**src/rtl/axis_rr_packet_arbiter.sv**
```systemverilog
// rtl/axis_rr_packet_arbiter.sv - round-robin AXI-Stream packet arbiter with packet lock and registered output
module axis_rr_packet_arbiter #(
  parameter  int NUM_CH = 4,
  parameter  int DATA_W = 8,
  localparam int ID_W   = $clog2(NUM_CH)
) (
  input  logic                     aclk,
  input  logic                     areset,
  input  logic [NUM_CH-1:0]        s_axis_tvalid,
  output logic [NUM_CH-1:0]        s_axis_tready,
  input  logic [NUM_CH*DATA_W-1:0] s_axis_tdata,
  input  logic [NUM_CH-1:0]        s_axis_tlast,
  output logic                     m_axis_tvalid,
  input  logic                     m_axis_tready,
  output logic [DATA_W-1:0]        m_axis_tdata,
  output logic                     m_axis_tlast,
  output logic [ID_W-1:0]          m_axis_tid,
  output logic                     busy
);

  typedef enum logic {IDLE, LOCK} state_t;

  state_t            state;
  logic [ID_W-1:0]   rr_ptr;
  logic [ID_W-1:0]   grant;
  logic [ID_W-1:0]   pick;
  logic [ID_W-1:0]   ptr_after_grant;
  logic              any_req;
  logic              out_ready;
  logic              in_fire;
  logic              in_last;
  logic [DATA_W-1:0] in_data;

  // Channel index base+off, wrapped explicitly so non-power-of-2 NUM_CH works.
  function automatic logic [ID_W-1:0] add_wrap(input logic [ID_W-1:0] base, input int off);
    int s;
    s = int'(base) + off;
    if (s >= NUM_CH) s = s - NUM_CH;
    return ID_W'(s);
  endfunction

  // Walk the search order backwards so the earliest requester wins.
  always_comb begin
    pick    = '0;
    any_req = |s_axis_tvalid;
    for (int k = NUM_CH - 1; k >= 0; k--) begin
      if (s_axis_tvalid[add_wrap(rr_ptr, k)]) pick = add_wrap(rr_ptr, k);
    end
  end

  assign out_ready       = !m_axis_tvalid || m_axis_tready;
  assign in_data         = s_axis_tdata[grant*DATA_W +: DATA_W];
  assign in_last         = s_axis_tlast[grant];
  assign in_fire         = (state == LOCK) && s_axis_tvalid[grant] && out_ready;
  assign ptr_after_grant = (grant == ID_W'(NUM_CH - 1)) ? '0 : grant + ID_W'(1);

  always_comb begin
    s_axis_tready = '0;
    if (state == LOCK) s_axis_tready[grant] = out_ready;
  end

  always_ff @(posedge aclk or posedge areset) begin
    if (areset) begin
      state         <= IDLE;
      rr_ptr        <= '0;
      grant         <= '0;
      busy          <= 1'b0;
      m_axis_tvalid <= 1'b0;
      m_axis_tdata  <= '0;
      m_axis_tlast  <= 1'b0;
      m_axis_tid    <= '0;
    end else begin
      case (state)
        IDLE: begin
          if (any_req) begin
            grant <= pick;
            state <= LOCK;
            busy  <= 1'b1;
          end
        end
        LOCK: begin
          if (in_fire && in_last) begin
            state  <= IDLE;
            busy   <= 1'b0;
            rr_ptr <= ptr_after_grant;
          end
        end
        default: begin
          state <= IDLE;
          busy  <= 1'b0;
        end
      endcase

      if (in_fire) begin
        m_axis_tvalid <= 1'b1;
        m_axis_tdata  <= in_data;
        m_axis_tlast  <= in_last;
        m_axis_tid    <= grant;
      end else if (m_axis_tready) begin
        m_axis_tvalid <= 1'b0;
      end
    end
  end

endmodule

```
**config.mk**
```make
export PLATFORM = sky130hd
export DESIGN_NAME = axis_rr_packet_arbiter
export DESIGN_NICKNAME = d
export VERILOG_FILES = /design/src/rtl/axis_rr_packet_arbiter.sv
export SDC_FILE = /design/constraint.sdc
export NUM_CORES = 1
export LEC_CHECK = 0
export BUFFER_PORTS_ARGS = -buffer_cell sky130_fd_sc_hd__buf_2
export CAP_MARGIN = 15
export CORE_MARGIN = 2
export CORE_UTILIZATION = 40
export DETAILED_ROUTE_END_ITERATION = 8
export PLACE_DENSITY = 0.74
export SYNTH_ARGS = -nofsm -noshare
export SYNTH_HDL_FRONTEND = slang
export SYNTH_SLANG_ARGS = --single-unit
```
**constraint.sdc**
```tcl
create_clock -name aclk -period 4.3 [get_ports aclk]
set_input_delay 0.215 -clock aclk [delete_from_list [all_inputs] [get_ports aclk]]
set_output_delay 0.215 -clock aclk [all_outputs]
set_load 0.05 [all_outputs]
```
==> reports/metrics.csv, run 1 <==
metric,value,unit
sequential area share after synthesis,39.3,%
Layout area overhead,31.0,%
Pleak,0.772,nW
Setup Slack @ Placement,2.24,ns
detailed placement HPWL,2040,µm
Synth Area per Inst,13.3,µm²
initial DRC count,31,
DRT Pass-1 Iters,4,
CP Data Arrival Time,1.95,ns
fraction of the mapped netlist area in adder cells,4.36,%
Crit Path Max Fanout,15,
TritonCTS Buffers,3,
Fin. Hold Viols,0,
Ant. Diodes,0,
largest family of logic cells by synthesized area,multiplexers,
Slew headroom,51.6,%
Worst Setup SP,grant[0],
vias in the first global route,974,
setup_tns,0,ns
Die Span Y,57.6,µm
Final GP Congestion,0.790,
IO Pins,60,
Compound-Gate Fraction of Synth Area,7.20,%
# Post-CTS Setup Buffers,0,
post-cts hold buffer count,0,
"Worst Path Class, Setup",register to output port,
Die Area,3310,µm²
NumNets Final,194,
Netlist cell types,24,
WL/cell,15.2,µm
Vias,965,
final slew viol count,0,
drc violations,0,
clk_skew,0.00443,ns
status,finished clean,
Max Cap Violations,0,
CTS Root Cell,clkbuf_4,
Tcrit/Tclk final,50.4,%
HP Class,input pin to async pin,
mux contribution to synthesized area,36.6,%
clk buf depth,2,
IO buf count,59,
Mapped Cells,86,
Initial Util,42.0,%
layout cells sized above 1,58.2,%
clock-pin slew on the worst setup and hold paths,0.11,ns
CTS tree,done,
Final WS setup,2.13,ns
Post-Synth Simple-Gate Area,9.92,%
startpoint types,register,
Final ANT Viol Nets,0,
synthesized area,1150,µm²
reg2reg start,grant[1],
post-CTS sizing,0,
first-pass GRT wire length,4360,µm
RSZ-0062 raised after global routing,no,
Core Region,2730,µm²
PD cells,808,nW/µm²
H-Tree Level Count,1,
WP data required,4.09,ns
Overflow after GRT,0,
Fill cells,235,
CTS Sinks,18,
Max Freq,462,MHz
GRT Total Usage,17.5,%
Die Wd,57.6,µm
largest net degree at the start of global routing,19,
xor/xnor share of the synthesized area,0,%
post-layout minimum cycle time,2.17,ns
Peak VDD IR,0.541,mV
Worst-Skew Late Latency,0.30,ns
final setup vio count,0,
Syn. warnings,0,
R2R depth,3,
number of vias per cell,5.45,
FP Rows,19,
number of synthesized register bits,18,
Critical Path End Type,output port,
worst-margin pin slew,0.726,ns
syn nets,133,
Total Wirelength,2690,µm
initial antenna violation count,0,
[registers in the layout, summed over array words and instances, names as in the netlist]
signal / count
m_axis_tdata: 8
grant: 2
m_axis_tid: 2
rr_ptr: 2
busy: 1
m_axis_tlast: 1
m_axis_tvalid: 1
state: 1
[final timing paths]
kind / to / slack, ns
max in group asynchronous: grant[1] / 3.86
min reg2reg: m_axis_tlast / 0.50
max: s_axis_tready[2] / 2.13
min in group aclk: grant[1] / 0.29
min: m_axis_tdata[2] / 0.0005
max reg2reg: m_axis_tdata[5] / 2.24
[cell families (layout without fill, tap and decap cells)]
family / after synthesis / after routing
flops: 18 / 18
mux: 25 / 25
fa+ha+maj: 4 / 4
compound gates: 13 / 13
buf+inv: 7 / 67
simple gates: 19 / 19
[per-layer routing]
metal	GRT usage, %	routed length, µm
met5	0	0
met4	5.98	37
met3	4.54	260
met2	28.4	1220
met1	22.7	1170
[stage by stage]
| step | power [W] | hold WS, ns | cell area, µm² | cells | util, % |
|---|---|---|---|---|---|
| final | 0.00121 | 0.000485 | 1500 | 177 | 55.0 |
| after global routing | 0.00128 | 0.0684 | 1500 | 177 | 55.0 |
| after CTS | 0.00122 | 0.0247 | 1500 | 177 | 55.0 |
| after detailed placement | 0.00111 | 0.362 | 1470 | 173 | 53.6 |
| after global placement | 0.00110 | 0.341 | 1470 | 173 | 53.6 |
| after floorplan | 0.000956 | 0.154 | 1150 | 86 | - |
[where the power goes]
group	internal (W)	leakage, nW	switching (W)
sequential	0.000253	0.211	0.000112
combinational	0.000309	0.540	0.000433
clock	0.0000517	0.0210	0.0000566
[synth_stat cells]
cell,instances,area [µm²]
mux2_2,2,22.5
mux2_4,8,120
nand3_2,1,10.0
a32o_1,1,10.0
mux4_2,10,225
nand3_4,1,17.5
mux2i_1,3,30.0
inv_1,4,15.0
buf_2,3,15.0
nor4_1,1,6.26
and3_1,4,25.0
dfrtp_1,18,450
and2_1,1,6.26
nor2b_1,1,6.26
a21o_1,3,22.5
nand2_1,6,22.5
o21ai_0,4,20.0
mux2_1,2,22.5
nand2b_1,2,12.5
a21oi_1,3,15.0
nor2_1,2,7.51
o221ai_1,1,8.76
ha_1,4,50.1
o22ai_1,1,6.26
[worst max-delay path: stages (launching register included)]
cell and delay [ns]:
dfrtp_1 0.83, inv_1 0.22, ha_1 0.25, and3_1 0.15
buf_2 0.20
[layout make-up]
type	instances	area, µm²	share of cell area (%)
sequential	18	450	30.0
multi-input combinational	61	667	44.4
clock buffer	4	36.3	2.41
tap	31	38.8	2.58
inverter	4	15.0	0.999
timing repair buffer	59	295	19.7
[cells in the final DEF, fill, tap and decap left out]
cell type / synthesis / routed
buf_2: 3 / 59
dfrtp_1: 18 / 18
mux4_2: 10 / 10
mux2_4: 8 / 8
nand2_1: 6 / 6
inv_1: 4 / 4
o21ai_0: 4 / 4
and3_1: 4 / 4
ha_1: 4 / 4
a21oi_1: 3 / 3
mux2i_1: 3 / 3
a21o_1: 3 / 3
clkbuf_4: 0 / 3
nand2b_1: 2 / 2
mux2_2: 2 / 2
nor2_1: 2 / 2
mux2_1: 2 / 2
and2_1: 1 / 1
nand3_2: 1 / 1
nand3_4: 1 / 1
nor4_1: 1 / 1
o221ai_1: 1 / 1
nor2b_1: 1 / 1
o22ai_1: 1 / 1
a32o_1: 1 / 1
clkbuf_8: 0 / 1
Power figures use the tool's default switching activity.
==> run 2: changes to the inputs <==
Settings changed: ABC_AREA from default to 1, PLACE_DENSITY 0.74 to 0.73.
Clock period 4.3 ns to 2.1 ns, I/O delays scaled along.
==> reports/metrics.csv, run 2 <==
metric,value,unit
status,finished clean,
synthesized area,1260,µm²
GRT Total Usage,20.2,%
Multi-input gate area,689,µm²
Netlist cell types,19,
drc violations,0,
Initial Util,41.6,%
xor/xnor share of the synthesized area,0,%
Core Region,3030,µm²
CP Data Arrival Time,1.84,ns
syn nets,241,
Final ANT Viol Nets,0,
CTS tree,done,
Switch Pwr,0.00161,W
mux contribution to synthesized area,0,%
startpoint types,register,
largest family of logic cells by synthesized area,simple AND/OR/NAND/NOR gates,
clk_skew,0.00588,ns
H-Tree Level Count,1,
WL/cell,11.2,µm
switching share of power,58.2,%
Critical Path End Type,output port,
Mapped Cells,194,
initial DRC count,52,
top cell type by total area after synthesis,dfrtp_1,
number of vias per cell,4.83,
most frequent CP cell,inv_1,
most common cell in the netlist,nand2_1,
detailed placement HPWL,2570,µm
Critical Path Slowest Stage Cell,dfrtp_1,
CTS Root Cell,clkbuf_4,
Final GP Congestion,0.808,
number of synthesized register bits,18,
Synth Area per Inst,6.49,µm²
CTS Sinks,18,
post-route insts no fill,295,
Post-Synth Simple-Gate Area,35.0,%
Crit Path Max Fanout,15,
Reg with most FFs,m_axis_tdata,
setup_tns,0,ns
"most common cell after layout, fill and taps aside",nand2_1,
Crit path largest cell delay,0.56,ns
DRT Pass-1 Iters,4,
Syn. warnings,0,
Ant. Diodes,0,
Die Area,3620,µm²
FP Rows,20,
internal power,0.00116,W
main flop type after synthesis,dfrtp_1,
Max Cap Violations,0,
Fin. Hold Viols,0,
Pleak,0.944,nW
Die Span Y,60.1,µm
layout cells sized above 1,27.5,%
Peak VDD IR,0.653,mV
initial antenna violation count,0,
clock group share of total power,7.9,%
total power,0.00277,W
most frequent cells in the layout,"nand2_1 (63), buf_2 (59), nor2_1 (26)",
Vias,1425,
top cell type's share of synthesized area,35.7,%
Max Freq,514,MHz
number of enable flip-flop cells after synthesis,0,
final setup vio count,0,
HP Class,input pin to register,
Compound-Gate Fraction of Synth Area,15.8,%
Worst-Skew Late Latency,0.30,ns
"Worst Path Class, Setup",register to output port,
clock-pin slew on the worst setup and hold paths,0.11,ns
register area,450,µm²
RSZ-0062 raised after global routing,no,
critical-path cell list,"inv_1, ha_1, inv_1, nor2_1, buf_2",
"top cells by count, synth","nand2_1 (63), nor2_1 (26), o21ai_0 (19)",
Synth area leaders,"dfrtp_1 (36%), nand2_1 (19%), nor2_1 (7.7%)",
clk buf depth,2,
Slew headroom,54.1,%
post-layout minimum cycle time,1.95,ns
Fill cells,321,
Tcrit/Tclk final,92.7,%
Die Wd,60.1,µm
WP data required,2.00,ns
ys async rst share,100,%
IO Pins,60,
Layout area overhead,28.8,%
Overflow after GRT,0,
IO buf count,59,
first-pass GRT wire length,5580,µm
TritonCTS Buffers,3,
vias in the first global route,1311,
Gate power share,67.1,%
fraction of the mapped netlist area in adder cells,3.97,%
NumNets Final,299,
sequential area share after synthesis,35.7,%
final slew viol count,0,
max reg flops,8,
placed cell count,290,
largest net degree at the start of global routing,23,
worst-margin pin slew,0.688,ns
sequential power share,25.0,%
Total Wirelength,3290,µm
PD cells,1700,nW/µm²
[run 2: changes by cell type in the layout (fill, tap and decap cells not counted), sizes merged, moves of 10 or more]
cell / before / now
nor2: 2 / 26
o21ai: 4 / 22
nand3: 2 / 19
inv: 4 / 19
nand2: 6 / 64
mux4: 10 / 0
mux2: 12 / 0
[run 2: critical path, delay by kind of cell, from the launching register on]
family        cells  cell delay, ns
fa+ha+maj         1            0.21
buf+inv           3            0.65
flops             1            0.56
simple gates      1            0.12
[run 2: path summary, 6_finish.rpt]
check,from,endpoint,slack (ns),depth (start not counted)
max,grant[1],s_axis_tready[1],0.15,5
max in group asynchronous,areset,grant[1],1.22,3
max reg2reg,grant[0],m_axis_tid[1],0.41,8
min,s_axis_tdata[6],m_axis_tdata[6],0.21,5
min in group asynchronous,areset,m_axis_tdata[7],0.43,3
min reg2reg,m_axis_tlast,m_axis_tlast,0.48,2
[run 2: kinds of logic (layout without fill, tap and decap cells)]
logic type | after synthesis | in the layout
AOI/OAI and AO/OA | 35 | 35
and+or+nand+nor | 109 | 109
buffers and inverters | 28 | 85
adders and majority gates | 4 | 4
DFF | 18 | 18
[run 2: metal layers]
metal	share of wire, %	track usage, %
met1	48	26.3
met2	45	33.4
met3	6.1	3.68
met4	1.5	6.67
met5	0	0
[run 2: repair_timing]
| action | CTS | global route |
|---|---|---|
| hold buffers | 1 | 0 |
| hold endpoints to repair | 18 | 0 |
| buffers inserted | 0 | 0 |
| gates resized for setup | 0 | 0 |
[run 2: through the flow]
| stage | setup slack [ns] | instance area (µm²) | util (%) | hold slack [ns] |
|---|---|---|---|---|
| 6_report | 0.153 | 1620 | 53.6 | 0.215 |
| 5_1_grt | 0.0268 | 1620 | 53.6 | 0.241 |
| 4_1_cts | 0.165 | 1620 | 53.6 | 0.211 |
| 3_5_place_dp | 0.451 | 1580 | 52.1 | 0.241 |
| 3_3_place_gp | 0.515 | 1580 | 52.1 | 0.237 |
| 2_1_floorplan | 0.149 | 1260 | - | 0.0436 |
[run 2: power groups by stage]
stage               Combinational [W]  Sequential (W)  Clock (W)
CTS                           0.00187        0.000689   0.000219
floorplan                     0.00114         0.00104          0
detailed placement            0.00186        0.000697          0
finish                        0.00186        0.000691   0.000218
global placement              0.00184        0.000694          0
global route                  0.00207        0.000723   0.000230
[run 2: cell type report]
class | instances | share of cell area (%)
timing repair buffer | 62 | 19.7
inverter | 19 | 4.39
clock buffer | 4 | 2.24
multi-input combinational | 148 | 42.5
sequential | 18 | 27.8
tap | 44 | 3.39
==> run 3: changes to the inputs <==
Settings changed: ABC_AREA 1 to 0, PLACE_DENSITY 0.73 to 0.74.
==> reports/metrics.csv, run 3 (synthesis results as in run 1) <==
metric,value,unit
status,finished clean,
Die Span Y,57.6,µm
initial antenna violation count,0,
IO Pins,60,
GRT Total Usage,17.7,%
FP Rows,19,
critical-path cell list,"buf_4, ha_1, and3_1, buf_2",
Fin. Hold Viols,0,
Core Region,2730,µm²
Placement Cell Area,1480,µm²
Worst-Skew Late Latency,0.30,ns
Fill cells,243,
Critical Path Slowest Stage Cell,dfrtp_1,
Layout area overhead,32.0,%
Max Cap Violations,0,
CTS Root Cell,clkbuf_4,
Final ANT Viol Nets,0,
Die Wd,57.6,µm
layout cells sized above 1,58.1,%
Reg with most FFs,m_axis_tdata,
Vias,981,
CTS tree,done,
WL/cell,15.8,µm
post-layout minimum cycle time,1.81,ns
# Post-CTS Setup Buffers,0,
Ant. Diodes,0,
setup_tns,0,ns
IO buf count,59,
final slew viol count,0,
Crit path largest cell delay,0.50,ns
CTS Sinks,18,
DRT Pass-1 Iters,4,
TritonCTS Buffers,3,
detailed placement HPWL,2250,µm
Slew headroom,53.4,%
Total Wirelength,2830,µm
PD cells,1630,nW/µm²
Crit Path Max Fanout,10,
clock-pin slew on the worst setup and hold paths,0.10,ns
Die Area,3310,µm²
startpoint types,register,
first-pass GRT wire length,4460,µm
WHS,0.169,ns
clk buf depth,2,
drc violations,0,
Max Freq,554,MHz
H-Tree Level Count,1,
max reg flops,8,
Critical Path End Type,output port,
worst-margin pin slew,0.698,ns
"Worst Path Class, Setup",register to output port,
CP Data Arrival Time,1.70,ns
RSZ-0062 raised after global routing,no,
largest net degree at the start of global routing,19,
Worst Path Buf+Inv,2,
WP data required,2.00,ns
initial DRC count,36,
Overflow after GRT,0,
vias in the first global route,980,
Pleak,0.779,nW
Tcrit/Tclk final,86.0,%
NumNets Final,197,
Final GP Congestion,0.864,
Initial Util,42.0,%
final setup vio count,0,
number of vias per cell,5.48,
Final Util,55.4,%
HP Class,input pin to register,
kind of cell with the highest combined delay on the critical path,buffers and inverters,
clk_skew,0.00626,ns
"most common cell after layout, fill and taps aside",buf_2,
post-route cell area,1510,µm²
most frequent cells in the layout,"buf_2 (59), dfrtp_1 (18), mux4_2 (10)",
Peak VDD IR,0.999,mV
==> run 3: cell types whose count changed in the layout (fill, tap and decap cells not counted), sizes merged, moves of 3 or more <==
| cell | change |
|---|---|
| mux2 | +12 |
| nor2 | -24 |
| nand2 | -58 |
| mux2i | +3 |
| inv | -15 |
| nand3 | -17 |
| a21o | +3 |
| and3 | +4 |
| o21ai | -18 |
| mux4 | +10 |
| o22ai | -8 |
==> run 3: metrics by stage <==
stage	setup slack, ns	cells	total power (W)
floorplan	0.456	86	0.00196
global placement	0.475	175	0.00228
detailed placement	0.423	175	0.00231
CTS	0.284	179	0.00249
global route	0.175	179	0.00261
finish	0.295	179	0.00246
==> run 3: final timing paths <==
check | from | end | slack (ns) | depth (start not counted)
worst max-delay path | grant[0] | s_axis_tready[3] | 0.29 | 4
worst min-delay path | s_axis_tvalid[3] | grant[1] | 0.17 | 3
worst max register to register | grant[0] | m_axis_tdata[0] | 0.43 | 3
worst min register to register | busy | busy | 0.49 | 1
max in group asynchronous | areset | m_axis_tdata[6] | 1.21 | 3
min in group asynchronous | areset | m_axis_tdata[0] | 0.45 | 3
==> run 3: worst reg2reg max path, delay by kind of cell (launching register included) <==
family	cells	cell delay, ns
multiplexers	2	0.80
buffers and inverters	1	0.26
flip-flops	1	0.50
==> run 3: timing repair <==
item / CTS / global route
setup endpoints to repair: 0 / 0
hold buffers: 1 / 0
endpoints found under the hold margin: 18 / 0
resized for setup: 0 / 0
==> run 3: routing by layer <==
layer / track usage [%] / part of all wire (%) / vias up
met1: 23.9 / 43 / 479
li1: - / - / 450
met2: 28.4 / 46 / 49
met3: 4.54 / 11 / 3
met4: 4.98 / 0.88 / 0
met5: 0 / 0 / -
==> run 3: where the power goes <==
group	switching [W]	internal (W)	leakage [nW]
Sequential	0.000146	0.000521	0.211
Clock	0.000109	0.0000670	0.0138
Combinational	0.000969	0.000651	0.554
==> run 3: area by class of cell <==
type | count | area [µm²] | area share (%)
multi-input combinational | 61 | 667 | 44.0
sequential | 18 | 450 | 29.8
timing repair buffer | 62 | 320 | 21.2
tap | 31 | 38.8 | 2.56
clock buffer | 3 | 22.5 | 1.49
inverter | 4 | 15.0 | 0.992
